<file path="src/rtl/trajectory_point_encoder.sv">
// Filters, decimates and encodes missile pixel points into linear addresses,
// then replays them as timed write strobes to the trajectory writer.
module trajectory_point_encoder #(
    parameter int SCREEN_W    = 640,
    parameter int SCREEN_H    = 480,
    parameter int STROBE_HIGH = 2,
    parameter int STROBE_LOW  = 2,
    parameter int DECIM       = 1,
    parameter int FIFO_DEPTH  = 4
) (
    input  logic        clock,
    input  logic        resetn,
    input  logic [9:0]  pt_x,
    input  logic [8:0]  pt_y,
    input  logic        pt_valid,
    output logic        pt_ready,
    input  logic        clear,
    output logic [18:0] trajectory_memloc,
    output logic        trajectory_memloc_enable,
    output logic [15:0] dropped_count,
    output logic        busy
);

    localparam int AW = (FIFO_DEPTH > 1) ? $clog2(FIFO_DEPTH) : 1;
    localparam int CW = AW + 1;
    localparam logic [31:0] X_LIM = 32'(SCREEN_W);
    localparam logic [31:0] Y_LIM = 32'(SCREEN_H);
    localparam logic [18:0] W19   = 19'(SCREEN_W);

    localparam logic [1:0] ST_IDLE = 2'd0;
    localparam logic [1:0] ST_HIGH = 2'd1;
    localparam logic [1:0] ST_LOW  = 2'd2;

    logic        accept, in_bounds, dup, novel, keep, push, pop;
    logic        dup_valid;
    logic [9:0]  last_x;
    logic [8:0]  last_y;
    logic [15:0] dec_cnt, dec_eff;
    logic        enc_valid;
    logic [18:0] enc_addr;
    logic [18:0] fifo_mem [FIFO_DEPTH];
    logic [AW-1:0] wr_ptr, rd_ptr;
    logic [CW-1:0] fifo_count;
    logic [1:0]  state;
    logic [15:0] phase_cnt;

    // clear is folded in combinationally so a point arriving with it is judged
    // against an empty duplicate memory and a zeroed decimation counter.
    always_comb begin
        pt_ready  = (fifo_count + CW'(enc_valid)) < CW'(FIFO_DEPTH);
        accept    = pt_valid && pt_ready;
        in_bounds = (32'(pt_x) < X_LIM) && (32'(pt_y) < Y_LIM);
        dup       = dup_valid && !clear && (pt_x == last_x) && (pt_y == last_y);
        dec_eff   = clear ? '0 : dec_cnt;
        novel     = accept && in_bounds && !dup;
        keep      = novel && (dec_eff == '0);
        push      = enc_valid;
        pop       = (state == ST_IDLE) && (fifo_count != '0);
        busy      = enc_valid || (fifo_count != '0) || (state != ST_IDLE);
    end

    always_ff @(posedge clock or negedge resetn) begin
        if (!resetn) begin
            dup_valid     <= 1'b0;
            last_x        <= '0;
            last_y        <= '0;
            dec_cnt       <= '0;
            dropped_count <= '0;
            enc_valid     <= 1'b0;
            enc_addr      <= '0;
        end else begin
            if (keep) begin
                dup_valid <= 1'b1;
                last_x    <= pt_x;
                last_y    <= pt_y;
            end else if (clear) begin
                dup_valid <= 1'b0;
            end
            if (novel)
                dec_cnt <= (dec_eff == 16'(DECIM - 1)) ? '0 : dec_eff + 16'd1;
            else if (clear)
                dec_cnt <= '0;
            if (accept && !in_bounds && (dropped_count != '1))
                dropped_count <= dropped_count + 16'd1;
            enc_valid <= keep;
            if (keep)
                enc_addr <= 19'(pt_y) * W19 + 19'(pt_x);
        end
    end

    always_ff @(posedge clock) begin
        if (push)
            fifo_mem[wr_ptr] <= enc_addr;
    end

    always_ff @(posedge clock or negedge resetn) begin
        if (!resetn) begin
            wr_ptr     <= '0;
            rd_ptr     <= '0;
            fifo_count <= '0;
        end else begin
            if (push) wr_ptr <= wr_ptr + AW'(1);
            if (pop)  rd_ptr <= rd_ptr + AW'(1);
            case ({push, pop})
                2'b10:   fifo_count <= fifo_count + CW'(1);
                2'b01:   fifo_count <= fifo_count - CW'(1);
                default: fifo_count <= fifo_count;
            endcase
        end
    end

    always_ff @(posedge clock or negedge resetn) begin
        if (!resetn) begin
            state                    <= ST_IDLE;
            phase_cnt                <= '0;
            trajectory_memloc        <= '0;
            trajectory_memloc_enable <= 1'b0;
        end else begin
            case (state)
                ST_IDLE: begin
                    if (pop) begin
                        trajectory_memloc        <= fifo_mem[rd_ptr];
                        trajectory_memloc_enable <= 1'b1;
                        phase_cnt                <= '0;
                        state                    <= ST_HIGH;
                    end
                end
                ST_HIGH: begin
                    if (phase_cnt == 16'(STROBE_HIGH - 1)) begin
                        trajectory_memloc_enable <= 1'b0;
                        phase_cnt                <= '0;
                        state                    <= ST_LOW;
                    end else begin
                        phase_cnt <= phase_cnt + 16'd1;
                    end
                end
                ST_LOW: begin
                    if (phase_cnt == 16'(STROBE_LOW - 1))
                        state <= ST_IDLE;
                    else
                        phase_cnt <= phase_cnt + 16'd1;
                end
                default: begin
                    trajectory_memloc_enable <= 1'b0;
                    state                    <= ST_IDLE;
                end
            endcase
        end
    end

endmodule
</file>
<file path="config.mk">
export PLATFORM = sky130hd
export DESIGN_NAME = trajectory_point_encoder
export DESIGN_NICKNAME = d
export VERILOG_FILES = /design/src/rtl/trajectory_point_encoder.sv
export SDC_FILE = /design/constraint.sdc
export NUM_CORES = 1
export LEC_CHECK = 0
export BUFFER_PORTS_ARGS = -buffer_cell sky130_fd_sc_hd__buf_4
export CORE_AREA = 10 10 137 139
export CTS_BUF_LIST = sky130_fd_sc_hd__clkbuf_8
export DETAILED_ROUTE_END_ITERATION = 8
export DIE_AREA = 0 0 147 149
export PLACE_DENSITY = 0.83
export SLEW_MARGIN = 30
export SYNTH_ARGS = -nofsm -noshare
export SYNTH_HDL_FRONTEND = slang
export SYNTH_SLANG_ARGS = --single-unit
</file>
<file path="constraint.sdc">
create_clock -name clock -period 2.8 [get_ports clock]
set_input_delay 0.42 -clock clock [delete_from_list [all_inputs] [get_ports clock]]
set_output_delay 0.42 -clock clock [all_outputs]
set_load 0.005 [all_outputs]
</file>
==> results of run 1 <==
flip-flops by register name (all words and copies together), names as in the netlist:
signal and cells:
dec_cnt 16, dropped_count 16, dup_valid 1, enc_addr 12, enc_valid 1, fifo_count 3, fifo_mem 76, last_x 10
last_y 9, phase_cnt 16, rd_ptr 2, state 2, trajectory_memloc 19, trajectory_memloc_enable 1, wr_ptr 2
cell families (layout without fill, tap and decap cells):
family                     after synthesis  in the layout
DFF                                    186            186
buffers and inverters                   45            153
xor gates and xnor gates                63             63
AOI/OAI and AO/OA                       88             88
adders and majority gates               34             34
muxes                                   45             45
and+or+nand+nor                        238            238
placed cells by master (no fill, tap or decap), drive strengths merged, types with 12 or more instances in the layout:
cell type,instances
inv,34
ha,31
nand3,22
edfxtp,76
mux4,19
nand2,98
clkbuf,17
mux2,24
a21oi,21
nor2,30
xnor2,48
nand4,15
dfrtp,110
buf,95
nand2b,12
o21ai,34
xor2,15
power by group through the flow:
stage          Clock [uW]  Sequential, uW  Combinational (uW)
2_1_floorplan           0            4080                1990
3_3_place_gp            0            4270                2840
3_5_place_dp            0            4330                2970
4_1_cts              1790            4280                2990
5_1_grt              1890            4380                3290
6_report             1750            4270                2940
metrics by stage:
stage / setup slack, ns / cell area, um^2 / hold slack (ns) / TNS, ns
floorplan: 0.09028 / 8660 / 0.1244 / 0
global placement: -0.08726 / 9595 / 0.4613 / -0.08726
detailed placement: -0.1244 / 9595 / 0.4640 / -0.1848
CTS: 0.3585 / 9988 / 0.1661 / 0
global route: 0.09834 / 9988 / 0.1885 / 0
finish: 0.3182 / 9988 / 0.1887 / 0
critical path, cell delays in order (launching register included):
cell      delay (ns)
dfrtp_1         0.42
inv_1           0.09
ha_1            0.25
nor4b_1         0.16
buf_4           0.16
nor2_1          0.16
a21boi_1        0.57
nand3_1         0.27
o41ai_1         0.30
final cells by class:
type	instances	area, um^2
inverter	25	93.84
clock buffer	17	234.0
clock inverter	15	148.9
fill	1231	6183
timing repair buffer	96	748.2
tap	220	275.3
sequential	186	5035
multi-input combinational	468	3453
how the worst min path moves through the flow:
stage	endpoint	depth (start not counted)	slack [ns]	start
after floorplan	dec_cnt[0]	0	0.12	resetn
after global placement	last_y[5]	1	0.46	resetn
after detailed placement	trajectory_memloc[10]	2	0.46	trajectory_memloc[10]
after CTS	last_x[0]	2	0.17	pt_x[0]
after global routing	last_x[2]	2	0.19	pt_x[2]
final	last_x[0]	2	0.19	pt_x[0]
layer usage:
layer  GRT usage, %  part of all wire [%]  wire (um)  vias to the layer above
li1               -                     -          -                     2726
met2          26.04                    48       8401                      149
met1          21.55                    46       8119                     2733
met4          6.343                   1.6        276                        0
met3          3.337                   4.5        786                       23
met5              0                     0          0                        -
timing repair:
item                                    4_1_cts  5_1_grt
hold buffers                                  1        0
endpoints found under the setup margin        0        0
endpoints found under the hold margin        41        0
setup buffers                                 0        0
==> reports/qor.yml, run 1 <==
run_status:
  status: "finished, final reports clean"
power:
  p_leak_uw: 0.004098
  p_int_uw: 5824
  ir_drop_mv: 0.3787
  cellPowerDensity_nw_per_um2: 897.3
  p_sw_uw: 3139
  finalPower_uw: 8963
  power_frac_comb_pct: 32.8
  clock_power_share_pct: 19.5
  p_sw_share_pct: 35.02
  pwr-share-seq_pct: 47.6
clock_network:
  clock_path_buffers: 2
  htree_levels: 4
  ctsResizeCount: 0
  clk_pin_slew_worst_paths_ns: 0.10
  cts-root-buf: "clkbuf_8"
  clock-sinks: 186
  cts_tree: "yes"
  cts_buffers: 17
  clkLatencyLatePin_ns: 0.48
worst_setup_path:
  crit_end: "phase_cnt[6]"
  crit_arrival_ns: 2.85
  r2r_start: "state[0]"
  reg2reg_to: "phase_cnt[6]"
  cp-start-kind: "register"
  r2r_slack_ns: 0.32
  worstPathMaxFanout: 9
  endpoint_kind: "register"
  worstSetupStartpoint: "state[0]"
  required_ns: 3.17
  crit_type: "register to register"
  reg2reg_depth: 8
die:
  die_x_um: 147
  fp.coreArea_um2: 16170
  io_pins: 61
  rows: 47
  fp.dieArea_um2: 21900
  start_util_pct: 53.55
  die_h_um: 149
placement:
  post-place-cells: 994
  place_congestion: 0.8471
  io_buffer_count: 60
  hpwl_um: 12420
min_path:
  min_path_type: "input pin to register"
synthesis:
  yosys.area.top_type: "dfrtp_1"
  synth_compound_area_share_pct: 6.184
  muxShareOfSynthArea_pct: 8.294
  seq_area_frac_synth_pct: 58.14
  synth_xor_area_share_pct: 6.459
  netlist_top_cells_area: "dfrtp_1 (32%), edfxtp_1 (26%), mux4_2 (4.9%)"
  yosys_warnings: 0
  ys_top_cells_by_count: "dfrtp_1 (110), nand2_1 (98), edfxtp_1 (76)"
  syn_area_um2: 8660
  synth-simple-area-share_pct: 13.63
  yosysMostFrequentCell: "dfrtp_1"
  syn_avg_cell_area_um2: 12.39
  synthCells: 699
  synth_seq_cells: 186
  synth_adder_area_share_pct: 5.173
  synth_top_family_by_area: "simple AND/OR/NAND/NOR gates"
  ys.flop_type: "dfrtp_1"
  synth_top_area_share_pct: 31.79
  synth_edf_count: 76
  async_flop_share_pct: 59.14
  post_synth_num_cell_types: 57
  synth.net_count: 756
global_routing:
  antenna_found_initial: 0
  grt_pass1_wl_um: 28720
  grt_max_degree: 44
  grt_overflow: 0
  grt_pass1_vias: 5657
  grt_use_total_pct: 16.30
finish:
  layout.nets: 851
  antenna_cells: 0
  post-route-util_pct: 61.76
  stdcell_count: 1027
  drive_gt1_share_pct: 22.06
  area.growth.synth_to_final_pct: 15.34
job:
  maxCapViolCount: 0
route:
  vias: 5631
  drc: 0
  wire_per_inst_um: 17.12
  vias_per_cell: 5.483
  wl_um: 17580
  firstDrtPassIters: 5
  drtIter0Drc: 367
  ant_nets: 0
timing:
  fin_crit_sh_pct: 88.63
  min_period_ns: 2.482
  worst_pin_slew_ns: 0.9396
  setup_viol: 0
  rsz0062_at_grt: "false"
  finClkSkew_ns: 0.01258
  slew_viol_final: 0
  maxSlewHeadroom_pct: 37.36
  fmax_mhz: 402.9
  hold_viol: 0
Note: power is estimated with default switching activity, not from simulation.
==> run 2: changes to the inputs <==
CELL_PAD_IN_SITES_DETAIL_PLACEMENT = 1   (was not set)
CELL_PAD_IN_SITES_GLOBAL_PLACEMENT = 2   (was not set)
CORE_AREA = 10 10 153 155   (was 10 10 137 139)
DIE_AREA = 0 0 163 165   (was 0 0 147 149)
PLACE_DENSITY = 0.91   (was 0.83)
==> reports/qor.yml, run 2 (synthesis gave the netlist of run 1 again) <==
clock_network:
  clk_pin_slew_worst_paths_ns: 0.10  # about the same
  cts-root-buf: "clkbuf_8"
  clock_path_buffers: 2  # unchanged
  cts_buffers: 17  # unchanged
  clkLatencyLatePin_ns: 0.47  # about the same
  clock-sinks: 186  # unchanged
  cts_tree: "yes"
  htree_levels: 4  # unchanged
finish:
  mostFrequentLayoutCell: "dfrtp_1"
  area.growth.synth_to_final_pct: 16.18
  final_cell_mix: "dfrtp_1 (110), nand2_1 (98), buf_4 (93)"
  antenna_cells: 0  # unchanged
  largest_reg_flops: 76  # unchanged
  largest_register: "fifo_mem"
  fillers: 2121  # +72%
  post-route-util_pct: 49.88  # -12 points
  top_regs: "fifo_mem (76), trajectory_memloc (19)"
  finalInstanceArea_um2: 10060  # +0.73%
  stdcell_count: 1076  # +4.8%
  drive_gt1_share_pct: 22.21  # +0.15 points
  layout.nets: 850  # -0.12%
timing:
  hold_viol: 0  # unchanged
  setup_viol: 0  # unchanged
  fmax_mhz: 399.1  # -0.96%
  maxSlewHeadroom_pct: 39.06  # +1.7 points
  min_period_ns: 2.506  # +0.02402 ns
  finalSetupTns_ns: 0  # unchanged
  finClkSkew_ns: 0.01333  # +0.0007427 ns
  rsz0062_at_grt: "false"
  worst_pin_slew_ns: 0.9141  # -0.02555 ns
  slew_viol_final: 0  # unchanged
  fin_crit_sh_pct: 89.49  # +0.86 points
route:
  drtIter0Drc: 358  # -2.5%
  vias: 5828  # +3.5%
  wire_per_inst_um: 18.96  # +11%
  firstDrtPassIters: 4  # -1
  wl_um: 20400  # +16%
  vias_per_cell: 5.416  # -1.2%
  drc: 0  # unchanged
  ant_nets: 0  # unchanged
placement:
  io_buffer_count: 60  # unchanged
  placed_area_um2: 9638  # +0.44%
  place_congestion: 0.8085  # -4.6%
  hpwl_um: 14770  # +19%
  post-place-cells: 1043  # +4.9%
global_routing:
  antenna_found_initial: 0  # unchanged
  grt_pass1_wl_um: 33750  # +17%
  grt_overflow: 0  # unchanged
  grt_max_degree: 53  # +20%
  grt_use_total_pct: 15.71  # -0.59 points
  grt_pass1_vias: 6306  # +11%
die:
  die_x_um: 163  # +11%
  io_pins: 61  # unchanged
  rows: 52  # +11%
  die_h_um: 165  # +11%
  start_util_pct: 42.93  # -11 points
  fp.dieArea_um2: 26900  # +23%
  fp.coreArea_um2: 20170  # +25%
worst_setup_path:
  reg2reg_to: "phase_cnt[10]"
  worstPathMaxFanout: 6  # -3
  endpoint_kind: "register"
  r2r_start: "phase_cnt[0]"
  cp-start-kind: "register"
  required_ns: 3.17  # about the same
  crit_buf_inv: 0  # -2
  max_stage_delay_ns: 0.47  # -0.10 ns
  crit_type: "register to register"
  crit_family: "compound AO/OA/AOI/OAI gates"
  crit_arrival_ns: 2.87  # +0.02 ns
  crit_slowest_cell: "dfrtp_1"
  r2r_slack_ns: 0.29  # -0.02 ns
  reg2reg_depth: 7  # -1
  crit_chain: "ha_1 > nor4b_1 > and4_1 > o21ai_0 > a21oi_2 > o22ai_1 > a21o_1"
min_path:
  min_path_type: "input pin to register"
  hold_depth: 2  # unchanged
  hold_end: "last_x[0]"
  min_from: "pt_x[0]"
power:
  cellPowerDensity_nw_per_um2: 913.3  # +1.8%
  pwr-share-seq_pct: 46.5  # -1.1 points
  p_sw_uw: 3289  # +4.8%
  finalPower_uw: 9189  # +2.5%
  clock_power_share_pct: 20.3  # +0.8 points
  p_leak_uw: 0.004096  # about the same
  p_int_uw: 5900  # +1.3%
  power_frac_comb_pct: 33.2  # +0.4 points
  p_sw_share_pct: 35.79  # +0.76 points
  ir_drop_mv: 0.4168  # +10%
run_status:
  status: "finished, final reports clean"
job:
  maxCapViolCount: 0  # unchanged
-- run 2: routing by layer --
| metal | vias up | wire length [um] | part of all wire, % | GRT usage [%] |
|---|---|---|---|---|
| met5 | - | 0 | 0 | 0 |
| met4 | 0 | 255 | 1.2 | 4.467 |
| met3 | 21 | 588 | 2.9 | 2.689 |
| met2 | 106 | 10450 | 51 | 27.09 |
| met1 | 2994 | 9108 | 45 | 19.92 |
| li1 | 2707 | - | - | - |
-- run 2: power by group through the flow --
stage          registers (uW)  clock network [uW]  logic [uW]
6_report                 4270                1870        3050
3_3_place_gp             4230                   0        2900
4_1_cts                  4280                1910        3110
3_5_place_dp             4340                   0        3070
5_1_grt                  4380                2020        3410
2_1_floorplan            4080                   0        1990
-- run 2: layout make-up --
type	instances	area (um^2)	area share [%]
Clock buffer	17	234.0	2.326
Clock inverter	15	173.9	1.729
Inverter	25	93.84	0.9327
Multi-Input combinational cell	468	3458	34.37
Sequential cell	186	5035	50.04
Tap cell	270	337.8	3.358
Timing Repair Buffer	95	728.2	7.238
-- run 2: per-stage QoR --
step / hold slack, ns / setup WS (ns)
detailed placement: 0.4718 / -0.1607
floorplan: 0.1244 / 0.09028
global placement: 0.4651 / -0.1047
global route: 0.1678 / 0.01952
CTS: 0.1592 / 0.1772
finish: 0.1901 / 0.2942
-- run 2: worst max path at each step --
stage,start,endpoint,slack [ns],depth (start not counted)
after detailed placement,pt_y[1],enc_addr[17],-0.16,10
after global routing,phase_cnt[1],phase_cnt[10],0.02,8
after global placement,pt_y[1],enc_addr[17],-0.10,10
final,phase_cnt[0],phase_cnt[10],0.29,7
after CTS,state[1],phase_cnt[6],0.18,7
after floorplan,pt_y[1],enc_addr[17],0.09,9
-- run 2: repair_timing --
item / in CTS / in global routing
hold endpoints to repair: 42 / 0
endpoints found under the setup margin: 0 / 2
setup buffers: 0 / 0
hold buffers: 1 / 0
gates resized for setup: 0 / 1
-- run 2: worst reg2reg max path, stage by stage (launching register included) --
cell and delay, ns:
dfrtp_1 0.47, ha_1 0.19, nor4b_1 0.43, and4_1 0.35
o21ai_0 0.24, a21oi_2 0.39, o22ai_1 0.15, a21o_1 0.19
==> run 3: changes to the inputs <==
ABC_AREA = 1   (was not set)
CORE_AREA = 10 10 167 169   (was 10 10 153 155)
DIE_AREA = 0 0 177 179   (was 0 0 163 165)
==> reports/qor.yml, run 3 <==
worst_setup_path:
  cp_common_cell: "inv_1"
  crit_chain: "inv_1 > ha_1 > inv_1 > nor2_2 > ha_1 > inv_1 > fa_1 > a21oi_1 > o21ai_0 > xor2_1"
  endpoint_kind: "register"
  crit_arrival_ns: 2.56  # -0.31 ns
  max_stage_delay_ns: 0.43  # -0.04 ns
  required_ns: 3.14  # -0.03 ns
  crit_slowest_cell: "dfrtp_1"
  crit_type: "register to register"
  worstPathMaxFanout: 4  # -2
  cp-start-kind: "register"
die:
  io_pins: 61  # unchanged
  fp.dieArea_um2: 31680  # +18%
  fp.coreArea_um2: 24750  # +23%
  die_x_um: 177  # +8.6%
  die_h_um: 179  # +8.5%
  rows: 58  # +12%
  start_util_pct: 38.30  # -4.6 points
clock_network:
  ctsResizeCount: 0  # unchanged
  holdBufCountCts: 0  # -1
  clock_path_buffers: 2  # unchanged
  cts-root-buf: "clkbuf_8"
  cts_buffers: 17  # unchanged
  clk_pin_slew_worst_paths_ns: 0.10  # about the same
  cts_setup_buffers: 0  # unchanged
  cts_tree: "yes"
  clkLatencyLatePin_ns: 0.47  # about the same
  htree_levels: 4  # unchanged
  clock-sinks: 186  # unchanged
global_routing:
  grt_max_degree: 111  # +110%
  grt_overflow: 0  # unchanged
  antenna_found_initial: 0  # unchanged
  grt_pass1_vias: 7551  # +20%
  grt_pass1_wl_um: 38070  # +13%
  grt_use_total_pct: 14.84  # -0.88 points
timing:
  setup_viol: 0  # unchanged
  finClkSkew_ns: 0.01492  # +0.001596 ns
  maxSlewHeadroom_pct: 38.68  # -0.38 points
  finalSetupTns_ns: 0  # unchanged
  worst_pin_slew_ns: 0.9188  # +0.004709 ns
  fin_crit_sh_pct: 79.24  # -10 points
  min_period_ns: 2.219  # -0.2871 ns
  timing.hold.ws_ns: -0.01306  # -0.2032 ns
  slew_viol_final: 0  # unchanged
  fmax_mhz: 450.7  # +13%
  rsz0062_at_grt: "false"
  hold_viol: 8  # +8
placement:
  placed_area_um2: 10250  # +6.3%
  io_buffer_count: 60  # unchanged
  hpwl_um: 16230  # +9.9%
  post-place-cells: 1428  # +37%
  place_congestion: 0.7732  # -4.4%
synthesis:
  syn_area_um2: 9477  # +9.4%
  synth.net_count: 1115  # +47%
  synth_seq_cells: 186  # unchanged
  yosysMostFrequentCell: "nand2_1"
  seq_area_frac_synth_pct: 53.13  # -5.0 points
  netlist_top_cells_area: "dfrtp_1 (29%), edfxtp_1 (24%), nand2_1 (9.5%)"
  ys.flop_type: "dfrtp_1"
  yosys.area.top_type: "dfrtp_1"
  synth_top_area_share_pct: 29.05  # -2.7 points
  synthCells: 1058  # +51%
  async_flop_share_pct: 59.14  # unchanged
  post_synth_num_cell_types: 42  # -26%
  synth_edf_count: 76  # unchanged
  syn_avg_cell_area_um2: 8.957  # -28%
  ys_top_cells_by_count: "nand2_1 (240), nor2_1 (172), dfrtp_1 (110)"
  yosys_warnings: 0  # unchanged
finish:
  mostFrequentLayoutCell: "nand2_1"
  layout.nets: 1174  # +38%
  antenna_cells: 0  # unchanged
  largest_reg_flops: 76  # unchanged
  final_cell_mix: "nand2_1 (240), nor2_1 (171), dfrtp_1 (110)"
  top_regs: "fifo_mem (76), trajectory_memloc (19)"
  largest_register: "fifo_mem"
  drive_gt1_share_pct: 14.07  # -8.1 points
  area.growth.synth_to_final_pct: 12.36
  finalInstanceArea_um2: 10650  # +5.8%
  stdcell_count: 1460  # +36%
route:
  firstDrtPassIters: 5  # +1
  vias_per_cell: 4.891  # -9.7%
  drtIter0Drc: 353  # -1.4%
  drc: 0  # unchanged
  vias: 7141  # +23%
  wire_per_inst_um: 15.54  # -18%
  ant_nets: 0  # unchanged
  wl_um: 22700  # +11%
power:
  ir_drop_mv: 0.3323  # -20%
  p_leak_uw: 0.004761  # +16%
  cellPowerDensity_nw_per_um2: 862.7  # -5.5%
min_path:
  min_path_type: "input pin to asynchronous set/reset pin"
job:
  maxCapViolCount: 0  # unchanged
run_status:
  violations: "hold timing"
  status: "finished with violations"
==> run 3: path summary, 6_finish.rpt <==
kind	from	end	slack (ns)	depth (start not counted)
max	state[0]	fifo_count[2]	0.58	10
min	resetn	phase_cnt[10]	-0.01	2
max reg2reg	state[0]	fifo_count[2]	0.58	10
min reg2reg	trajectory_memloc_enable	trajectory_memloc_enable	0.50	2
max in group asynchronous	resetn	fifo_count[1]	2.27	2
min in group clock	pt_y[4]	last_y[4]	0.19	3
==> run 3: metrics by stage <==
stage	setup slack, ns	power, uW	utilization, %
floorplan	0.5328	6219	-
global placement	0.3048	7260	41.42
detailed placement	0.2246	7460	41.42
CTS	0.5997	9319	43.03
global route	0.4368	9954	43.03
finish	0.5813	9186	43.03
==> run 3: kinds of logic after synthesis <==
| family | count (synthesis) | share of synthesized area (%) |
|---|---|---|
| buf+inv | 141 | 6.377 |
| flops | 186 | 53.13 |
| fa+ha+maj | 34 | 4.727 |
| compound gates | 140 | 8.952 |
| simple gates | 520 | 23.40 |
| xor+xnor | 37 | 3.420 |
==> run 3: layer usage <==
layer  track usage [%]  part of all wire [%]  vias up
met5                 0                     0        -
met4             3.713                  0.62        0
met3             2.801                   3.0       11
met2             25.18                    48       73
met1             19.09                    48     3480
li1                  -                     -     3577
==> run 3: cell type report <==
type,instances,area [um^2]
Clock buffer,17,234.0
Clock inverter,15,163.9
Fill cell,2892,14100
Inverter,113,426.7
Multi-Input combinational cell,731,3840
Sequential cell,186,5035
Tap cell,330,412.9
Timing Repair Buffer,68,535.5
==> run 3: critical path, delay by kind of cell, from the launching register on <==
family	cells	cell delay [ns]
AO/OA/AOI/OAI	2	0.30
XOR/XNOR	1	0.17
adder cells (fa/ha/maj)	3	0.76
buffers and inverters	3	0.28
flip-flops	1	0.43
AND/OR/NAND/NOR	1	0.14
==> run 3: where the power goes <==
part	internal [uW]	switching (uW)	total (uW)	leakage [uW]
registers	3620	557	4180	0.00209
clock network	815	1040	1850	0.000210
logic	1180	1980	3160	0.00246
total	5610	3570	9190	0.00476
